===== config.mk =====
export PLATFORM = sky130hd
export DESIGN_NAME = switch_led_io
export DESIGN_NICKNAME = d
export VERILOG_FILES = /design/src/rtl/switch_led_io.sv
export SDC_FILE = /design/constraint.sdc
export NUM_CORES = 1
export LEC_CHECK = 0
export ABC_AREA = 1
export BUFFER_PORTS_ARGS = -buffer_cell sky130_fd_sc_hd__buf_4
export CORE_AREA = 2 2 168 129
export CTS_CLUSTER_SIZE = 25
export DETAILED_ROUTE_END_ITERATION = 6
export DIE_AREA = 0 0 170 131
export PLACE_DENSITY = 0.7
export SLEW_MARGIN = 5
export SYNTH_ARGS = -nofsm -noshare
export SYNTH_HDL_FRONTEND = slang
export SYNTH_SLANG_ARGS = --single-unit

===== constraint.sdc =====
create_clock -name clock -period 3 [get_ports clock]
set_input_delay 0.45 -clock clock [delete_from_list [all_inputs] [get_ports clock]]
set_output_delay 0.45 -clock clock [all_outputs]
set_load 0.02 [all_outputs]

===== src/rtl/switch_led_io.sv =====
// switch_led_io: switch synchronizer/debouncer and LED register on a memory-mapped window; SWITCH_LED_IO_EVENT_EN adds switch-change event latching.
module switch_led_io #(
  parameter logic [63:0] BASE_ADDR = 64'h0000_0000_0000_1000,
  parameter int DEBOUNCE_CYCLES = 16
) (
  input  logic        clock,
  input  logic        reset,
  input  logic [63:0] address,
  input  logic [63:0] write_data,
  input  logic        MemWrite,
  input  logic        MemRead,
  output logic [63:0] read_data,
  output logic        hit,
  input  logic [17:0] switches,
  output logic [26:0] leds
);
  localparam int CW = $clog2(DEBOUNCE_CYCLES + 1);
  localparam logic [CW-1:0] LAST = CW'(DEBOUNCE_CYCLES - 1);
  logic [17:0] sync1, sync2, deb, deb_next;
  logic [CW-1:0] cnt [18];
  logic [CW-1:0] cnt_next [18];
  logic [63:0] offset;
  logic [1:0] sel;
  logic wr, rd, unused;
  logic [17:0] evt;
  assign offset = address - BASE_ADDR;
  assign hit = offset < 64'd32 && offset[2:0] == 3'd0;
  assign sel = offset[4:3];
  assign wr = MemWrite && hit;
  assign rd = MemRead && hit;
  assign unused = ^write_data[63:27];
  genvar i;
  generate
    for (i = 0; i < 18; i++) begin : g_deb
      logic differ, accept;
      assign differ = sync2[i] != deb[i];
      assign accept = differ && cnt[i] == LAST;
      assign deb_next[i] = accept ? sync2[i] : deb[i];
      assign cnt_next[i] = (!differ || accept) ? '0 : cnt[i] + 1'b1;
    end
  endgenerate
  always_ff @(posedge clock) begin
    if (reset) begin
      sync1 <= '0;
      sync2 <= '0;
      deb <= '0;
      cnt <= '{default: '0};
      leds <= '0;
    end else begin
      sync1 <= switches;
      sync2 <= sync1;
      deb <= deb_next;
      cnt <= cnt_next;
      leds <= (wr && sel == 2'd1) ? write_data[26:0] :
              (wr && sel == 2'd3) ? leds ^ write_data[26:0] : leds;
    end
  end
`ifdef SWITCH_LED_IO_EVENT_EN
  // a bit toggling on the same edge as a clearing read stays set
  always_ff @(posedge clock) begin
    if (reset) evt <= '0;
    else evt <= ((rd && sel == 2'd2) ? '0 : evt) | (deb ^ deb_next);
  end
`else
  assign evt = '0;
`endif
  always_comb begin
    read_data = !hit ? 64'd0 :
                sel == 2'd0 ? {46'd0, deb} :
                sel == 2'd1 ? {37'd0, leds} :
                sel == 2'd2 ? {46'd0, evt} : 64'd0;
  end
endmodule


==> flow_summary.json, run 1 <==
{
  "nets": 1836,
  "ir_drop_mv": 0.264,
  "crit_path_start_kind": "input port",
  "synth_top_area_share_pct": 37.7,
  "clkLatencyLatePin_ps": 430,
  "p_clk_share_pct": 42.8,
  "worst-setup-path-type": "input port to output port",
  "p_int_mw": 3.69,
  "dp_cells": 1882,
  "period_needed_ps": 3310,
  "seqPwrFrac_pct": 46.9,
  "finalCritPeriodShare_pct": 110,
  "p_total_mw": 4.94,
  "grt_setup_unrepaired": "yes",
  "grt_max_degree": 55,
  "synthesis.area_sq_mm": 0.00908,
  "min_path_type": "input port to register",
  "synth.area.top_cells": "dfxtp_1, nor2_1, nand2_1",
  "grt_antenna_before_repair": 0,
  "maxSlewViolCount": 0,
  "cp_top_family": "simple AND/OR/NAND/NOR gates",
  "worstPathCellList": "buf_8 -> nor2_4 -> nand2_4 -> nor2_8 -> nand2_4 -> buf_6 -> nand2_4 -> nand4_1 -> nor2_1 -> nand4_1 -> nor4_4 -> nand4_4 -> buf_12 -> buf_12 -> nor2_4 -> buf_6",
  "instances_no_fill": 1926,
  "initial_core_util_pct": 43.8,
  "die-area_sq_mm": 0.0223,
  "swShare_pct": 25.3,
  "cts_root_buf": "clkbuf_16",
  "overflow": 0,
  "max_freq_mhz": 302,
  "drt-total-wl_mm": 25.6,
  "critPathBufInv": 5,
  "grt_pass1_vias": 8123,
  "layout.core_utilization_pct": 60.6,
  "gp_congestion": 0.967,
  "rows": 46,
  "dr.first_iter.drc_count": 565,
  "avgSynthCellArea_sq_um": 6.75,
  "hold_viol": 0,
  "vias": 9220,
  "io_buffers": 166,
  "grt_util_all_layers_pct": 22.4,
  "ys_types": 36,
  "tritoncts": "done",
  "final_area_sq_mm": 0.0126,
  "die_x_um": 170,
  "ctsHoldBuffers": 0,
  "path_common_cell": "nand2_4",
  "cap_viol_max_count": 0,
  "grt_pass1_wl_mm": 39.3,
  "ys_warn_count": 0,
  "arrival_ps": 2860,
  "violations": "negative setup slack",
  "routedWlPerCell_um": 13.3,
  "pre_cts_ws_ps": -341,
  "dp_hpwl_mm": 19.3,
  "areaGrowthSynthToFinish_pct": 38.2,
  "slew_headroom_pct": 60.1,
  "cts.sinks": 171,
  "coreArea_sq_mm": 0.0207,
  "die_h_um": 131,
  "rrSetupSlack_ps": 1460,
  "powerDensity_mw_per_mm2": 394,
  "num_io_pins": 242,
  "final_layout_size_suffix_gt1_share_pct": 27.1,
  "required_ps": 2550,
  "firstDrtPassIters": 5,
  "setup_viol": 28,
  "viasPerCell": 4.79,
  "yosys.area.top_type": "dfxtp_1",
  "placed_area_sq_mm": 0.0115,
  "final_antenna_net_count": 0,
  "cp_slowest_cell": "nor4_4",
  "leakage_nw": 5.53,
  "critPathMaxFanout": 8,
  "critPathMaxStageDelay_ps": 390,
  "cts_inserted_buffers": 17,
  "setup_ws_ps": -310,
  "finClkSkew_ps": 10.8,
  "ys_seq_elements": 171,
  "worstMarginPinSlew_ps": 598,
  "combPwrFrac_pct": 10.3,
  "switchingPower_mw": 1.25,
  "drcViolationCount": 0,
  "outcome": "complete, but fails checks",
  "endpoint_kind": "output port",
  "syn_inst": 1346,
  "diodes": 0,
  "yosysSeqAreaShare_pct": 37.7,
  "path_clk_slew_ps": 70,
  "clk_path_buf_depth": 2,
  "cts_max_level": 4
}
==> final timing paths <==
path / cells past startpoint / start / to
worst max-delay path: 16 / address[14] / read_data[25]
worst min-delay path: 3 / switches[13] / sync1[13]$_SDFF_PP0_
worst max register to register: 8 / cnt[35]$_SDFF_PP0_ / cnt[38]$_SDFF_PP0_
worst min register to register: 2 / sync1[12]$_SDFF_PP0_ / sync2[12]$_SDFF_PP0_
==> repair_timing <==
action                     4_1_cts  5_1_grt
buffers inserted                 7        6
setup endpoints to repair       28       28
pin swaps                        0       13
gates cloned                     1        0
gates resized for setup         49       54
==> metal layers <==
metal	GRT usage (%)	vias up	share of wire, %
li1	-	4807	-
met1	30.6	4168	48
met2	37.2	214	45
met3	3.31	31	5.1
met4	6.13	0	2.0
met5	0	-	0
==> Yosys cell counts, drive strengths merged <==
cell type	instances
o21bai	16
nor3b	20
nand4	36
buf	44
clkinv	1
and2	4
or2	19
ha	36
nand3b	2
o211ai	18
conb	1
nor2	323
xor2	1
o21a	2
a21oi	75
o21ai	27
nand3	58
clkbuf	19
xnor2	1
inv	175
nor4	8
nor3	6
nand2	283
dfxtp	171
==> layout make-up <==
class	instances	area (sq um)
Fill cell	1870	8170
Multi-Input combinational cell	972	5070
Sequential cell	171	3420
Timing Repair Buffer	312	2500
Inverter	176	661
Clock buffer	18	429
Tap cell	264	330
Clock inverter	13	134
==> power by group through the flow <==
stage,clock (mW),combinational [mW],sequential (mW)
floorplan,0,0.250,2.36
global placement,0,0.481,2.36
detailed placement,0,0.484,2.37
CTS,2.14,0.499,2.31
global route,2.23,0.559,2.32
finish,2.11,0.511,2.32
==> flip-flops by register name, indices dropped and copies added (netlist names) <==
signal	cells
cnt	90
deb	18
sync1	18
sync2	18
leds	27
==> per-stage QoR <==
step           TNS [ps]  hold WS (ps)
2_1_floorplan         0           388
3_3_place_gp     -10210           388
3_5_place_dp     -10180           392
4_1_cts           -3450           213
5_1_grt          -11160           230
6_report          -6510           221
==> cells in the final DEF (no fill, tap or decap), types with 17 or more instances in the layout <==
cell	instances
o21ai_0	20
buf_4	286
a21oi_1	65
nand4_1	35
clkbuf_16	17
nand2_2	19
or2_2	19
dfxtp_1	171
buf_6	18
inv_1	173
nand3_1	54
o211ai_1	18
conb_1	37
ha_1	36
nor2_2	25
nor2_1	282
nor3b_1	19
nand2_1	259
==> logic make-up (layout without fill, tap and decap cells) <==
kind of cell,after synthesis,after routing,share of synthesized area (%)
xor+xnor,2,2,0.193
other cells,1,37,0.0413
compound gates,138,138,8.60
fa+ha+maj,36,36,4.96
flops,171,171,37.7
simple gates,759,759,36.9
buf+inv,239,519,11.7
==> worst reg2reg max path, stage by stage (launching register included) <==
cell	delay, ps
dfxtp_1	320
ha_1	200
nand2_1	90
nor2_1	60
ha_1	190
inv_1	90
o211ai_1	190
o21bai_1	220
a21oi_1	110
No activity file was read; power rests on OpenSTA's default activity.
==> inputs of run 2 (changes only) <==
--- a/config.mk
+++ b/config.mk
@@ -12,6 +12,7 @@
 export DETAILED_ROUTE_END_ITERATION = 6
 export DIE_AREA = 0 0 170 131
 export PLACE_DENSITY = 0.7
+export SKIP_LAST_GASP = 1
 export SLEW_MARGIN = 5
 export SYNTH_ARGS = -nofsm -noshare
 export SYNTH_HDL_FRONTEND = slang
==> run 2 against run 1 <==
  * The run still ends with negative setup slack left
  * Die area unchanged
  * Critical path depth decreased by 1
  * Utilization decreased by 0.072 points
  * Via count increased by 0.20%
  * Worst setup slack got worse by 2.9 ps
  * Global-route usage about the same
  * Clock power about the same
  * Non-clock buffer count unchanged
  * Critical endpoint unchanged
==> flow_summary.json, run 2 (synthesis results as in run 1) <==
{
  "outcome": "complete, but fails checks",
  "violations": "negative setup slack",
  "dp_cells": 1882,
  "grt_pass1_vias": 8128,
  "maxSlewViolCount": 0,
  "drcViolationCount": 0,
  "final_layout_size_suffix_gt1_share_pct": 27.0,
  "regMostFlops": "cnt",
  "reg2reg_from": "cnt[35]$_SDFF_PP0_",
  "highest_layer": "met4",
  "die_h_um": 131,
  "cp_slowest_cell": "nor4_4",
  "hold_viol": 0,
  "pre_cts_ws_ps": -341,
  "cts_root_buf": "clkbuf_16",
  "nets": 1836,
  "layout_common_cells": "buf_4, nor2_1, nand2_1",
  "leakage_nw": 5.53,
  "critPathBufInv": 5,
  "cts.sinks": 171,
  "grt_pass1_wl_mm": 39.3,
  "num_io_pins": 242,
  "rows": 46,
  "die-area_sq_mm": 0.0223,
  "ir_drop_mv": 0.262,
  "firstDrtPassIters": 5,
  "cts_inserted_buffers": 17,
  "viasPerCell": 4.80,
  "grt_util_all_layers_pct": 22.4,
  "cts_max_level": 4,
  "routedWlPerCell_um": 13.3,
  "overflow": 0,
  "grt_setup_unrepaired": "yes",
  "grt_antenna_before_repair": 0,
  "top_regs": "cnt (90), leds (27)",
  "crit_path_start_kind": "input port",
  "min_path_type": "input port to register",
  "initial_core_util_pct": 43.8,
  "die_x_um": 170,
  "clkLatencyLatePin_ps": 430,
  "arrival_ps": 2860,
  "gp_congestion": 0.967,
  "setup_viol": 28,
  "worstPathCellList": "buf_4 -> nor2_1 -> nand2_1 -> nor2_1 -> nand2_1 -> o21ai_1 -> nand2_1 -> inv_1 -> nand4_1 -> nor4_4 -> nand4_4 -> buf_12 -> buf_12 -> nor2_4 -> buf_6",
  "dr.first_iter.drc_count": 534,
  "critPathLaunch": "address[35]",
  "coreArea_sq_mm": 0.0207,
  "diodes": 0,
  "wl_met1_mm": 12.2,
  "finalCritPeriodShare_pct": 110,
  "worstHoldStart": "switches[13]",
  "period_needed_ps": 3310,
  "vias": 9238,
  "tritoncts": "done",
  "worst-setup-path-type": "input port to output port",
  "wl_met3_mm": 1.24,
  "critPathMaxStageDelay_ps": 390,
  "powerDensity_mw_per_mm2": 394,
  "endpoint_kind": "output port",
  "io_buffers": 166,
  "grt_max_degree": 55,
  "path_clk_slew_ps": 70,
  "max_freq_mhz": 302,
  "final_antenna_net_count": 0,
  "critPathMaxFanout": 8,
  "final_common_cell": "buf_4",
  "areaGrowthSynthToFinish_pct": 38.0,
  "p_total_mw": 4.94,
  "largest_register_ffs": 90,
  "clk_path_buf_depth": 2,
  "path_common_cell": "nand2_1",
  "instances_no_fill": 1926,
  "required_ps": 2550,
  "cp_top_family": "simple AND/OR/NAND/NOR gates",
  "setup_ws_ps": -313,
  "cap_viol_max_count": 0,
  "slew_headroom_pct": 59.9,
  "worstMarginPinSlew_ps": 600,
  "wl_met2_mm": 11.5,
  "finClkSkew_ps": 11.0,
  "drt-total-wl_mm": 25.5,
  "dp_hpwl_mm": 19.3
}
==> run 2: metrics by stage <==
| stage | instance area, sq um | TNS, ps | utilization [%] | hold slack (ps) |
|---|---|---|---|---|
| floorplan | 9220 | 0 | - | 388 |
| global placement | 11500 | -10210 | 55.3 | 388 |
| detailed placement | 11500 | -10180 | 55.3 | 392 |
| CTS | 12300 | -3600 | 59.3 | 213 |
| global route | 12500 | -11180 | 60.5 | 230 |
| finish | 12500 | -6720 | 60.5 | 220 |
==> run 2: worst min-delay path: stages <==
cell,delay [ps]
buf_4,80
inv_1,30
nor2_1,70
==> run 2: area by class of cell <==
cell class                 count  area, sq um
fill                        1875         8180
clock inverter                13          134
inverter                     176          661
tap                          264          330
timing repair buffer         312         2500
sequential                   171         3420
clock buffer                  18          429
multi-input combinational    972         5060
==> run 2: report_power, final <==
part           internal (mW)  switching [mW]  leakage (nW)
combinational          0.228           0.282          3.88
sequential              2.30          0.0156          1.39
clock                   1.16           0.951         0.266
total                   3.69            1.25          5.53
==> run 2: worst paths after layout <==
check	end	cells after the start	slack, ps
setup / recovery	read_data[25]	15	-310
hold reg to reg	sync2[12]$_SDFF_PP0_	2	400
hold / removal	sync1[13]$_SDFF_PP0_	3	220
setup reg to reg	cnt[38]$_SDFF_PP0_	8	1460
==> run 2: repair_timing <==
action	4_1_cts	5_1_grt
hold buffers	0	0
setup buffers	7	6
pin swaps	0	13
setup endpoints to repair	28	28
gates resized for setup	46	54
gates cloned	1	0
==> run 2: layer usage <==
metal  vias to the layer above  GRT usage [%]
met5                         -              0
met4                         0           6.13
met3                        33           3.31
met2                       230           37.2
met1                      4165           30.6
li1                       4810              -
==> inputs of run 3 (changes only) <==
--- a/config.mk
+++ b/config.mk
@@ -12,6 +12,7 @@
 export DETAILED_ROUTE_END_ITERATION = 6
 export DIE_AREA = 0 0 170 131
 export PLACE_DENSITY = 0.7
+export SETUP_SLACK_MARGIN = 0.02
 export SKIP_LAST_GASP = 1
 export SLEW_MARGIN = 5
 export SYNTH_ARGS = -nofsm -noshare
==> run 3 against run 2 <==
  * The flow still finishes with violations (negative setup slack)
  * Final area unchanged
  * Critical endpoint unchanged
  * Sequential cell count unchanged
  * Critical path depth unchanged
  * Sequential share of layout area unchanged
  * Worst hold slack unchanged
  * Non-clock buffer count unchanged
==> flow_summary.json, run 3 (synthesis results as in run 1) <==
{
  "outcome": "complete, but fails checks",
  "violations": "negative setup slack",
  "max_freq_mhz": 302,
  "drt-total-wl_mm": 25.5,
  "ir_drop_mv": 0.262,
  "arrival_ps": 2860,
  "final_layout_size_suffix_gt1_share_pct": 27.0,
  "worst-setup-path-type": "input port to output port",
  "pre_cts_ws_ps": -341,
  "top_regs": "cnt (90), leds (27)",
  "coreArea_sq_mm": 0.0207,
  "clk_path_buf_depth": 2,
  "hold_viol": 0,
  "areaGrowthSynthToFinish_pct": 38.0,
  "dp_hpwl_mm": 19.3,
  "period_needed_ps": 3310,
  "io_buffers": 166,
  "maxSlewViolCount": 0,
  "finClkSkew_ps": 11.0,
  "grt_util_all_layers_pct": 22.4,
  "viasPerCell": 4.80,
  "die-area_sq_mm": 0.0223,
  "cts_inserted_buffers": 17,
  "crit_path_start_kind": "input port",
  "worstMarginPinSlew_ps": 600,
  "cts_max_level": 4,
  "required_ps": 2550,
  "powerDensity_mw_per_mm2": 394,
  "whs_ps": 220,
  "num_io_pins": 242,
  "grt_max_degree": 55,
  "routedWlPerCell_um": 13.3,
  "largest_register_ffs": 90,
  "layout_common_cells": "buf_4, nor2_1, nand2_1",
  "regMostFlops": "cnt",
  "nets": 1836,
  "critPathMaxFanout": 8,
  "tritoncts": "done",
  "diodes": 0,
  "overflow": 0,
  "initial_core_util_pct": 43.8,
  "cts_root_buf": "clkbuf_16",
  "instances_no_fill": 1926,
  "final_antenna_net_count": 0,
  "finalCritPeriodShare_pct": 110,
  "min_path_type": "input port to register",
  "cap_viol_max_count": 0,
  "cts.sinks": 171,
  "leakage_nw": 5.53,
  "dr.first_iter.drc_count": 534,
  "setup_viol": 28,
  "ctsHoldBuffers": 0,
  "die_h_um": 131,
  "drcViolationCount": 0,
  "vias": 9238,
  "setup_tns_ps": -6720,
  "slew_headroom_pct": 59.9,
  "firstDrtPassIters": 5,
  "clkLatencyLatePin_ps": 430,
  "grt_antenna_before_repair": 0,
  "die_x_um": 170,
  "grt_setup_unrepaired": "yes",
  "setup_ws_ps": -313,
  "grt_pass1_wl_mm": 39.3,
  "path_clk_slew_ps": 70,
  "endpoint_kind": "output port",
  "grt_pass1_vias": 8128,
  "rows": 46,
  "final_common_cell": "buf_4",
  "dp_cells": 1882,
  "gp_congestion": 0.967
}
## run 3: cell counts in the layout (fill, tap and decap cells not counted)
No cell type changed its count.
## run 3: worst max-delay path, cell delays in order
cell and delay (ps):
buf_4 130, nor2_1 140, nand2_1 90, nor2_1 150, nand2_1 150, o21ai_1 150, nand2_1 130, inv_1 80
nand4_1 240, nor4_4 390, nand4_4 180, buf_12 200, buf_12 150, nor2_4 100, buf_6 120
## run 3: timing repair
| item | CTS | global route |
|---|---|---|
| endpoints found under the setup margin | 28 | 28 |
| gates resized for setup | 46 | 54 |
| cloned | 1 | 0 |
| pin swaps | 0 | 13 |
| buffers inserted | 7 | 6 |
## run 3: worst paths after layout
| check | endpoint | slack (ps) | from | cells after the start |
|---|---|---|---|---|
| worst max-delay path | read_data[25] | -310 | address[35] | 15 |
| worst min-delay path | sync1[13]$_SDFF_PP0_ | 220 | switches[13] | 3 |
| worst max register to register | cnt[38]$_SDFF_PP0_ | 1460 | cnt[35]$_SDFF_PP0_ | 8 |
| worst min register to register | sync2[12]$_SDFF_PP0_ | 400 | sync1[12]$_SDFF_PP0_ | 2 |
## run 3: cell type report
class / count / area (sq um)
multi-input cells: 972 / 5060
inverters: 176 / 661
fillers: 1875 / 8180
clock inverters: 13 / 134
well taps: 264 / 330
clock buffers: 18 / 429
repair buffers: 312 / 2500
flip-flops and latches: 171 / 3420
## run 3: through the flow
stage / utilization [%] / power (mW) / instance area (sq um)
global route: 60.5 / 5.10 / 12500
finish: 60.5 / 4.94 / 12500
detailed placement: 55.3 / 2.85 / 11500
global placement: 55.3 / 2.85 / 11500
CTS: 59.3 / 4.96 / 12300
floorplan: - / 2.61 / 9220
## run 3: power breakdown
group | switching [mW] | internal [mW]
sequential | 0.0156 | 2.30
clock | 0.951 | 1.16
combinational | 0.282 | 0.228
total | 1.25 | 3.69
## run 3: per-layer routing
layer / part of all wire [%] / routed length, um / track usage [%]
met1: 48 / 12200 / 30.6
met2: 45 / 11500 / 37.2
met3: 4.8 / 1240 / 3.31
met4: 2.1 / 529 / 6.13
met5: 0 / 0 / 0
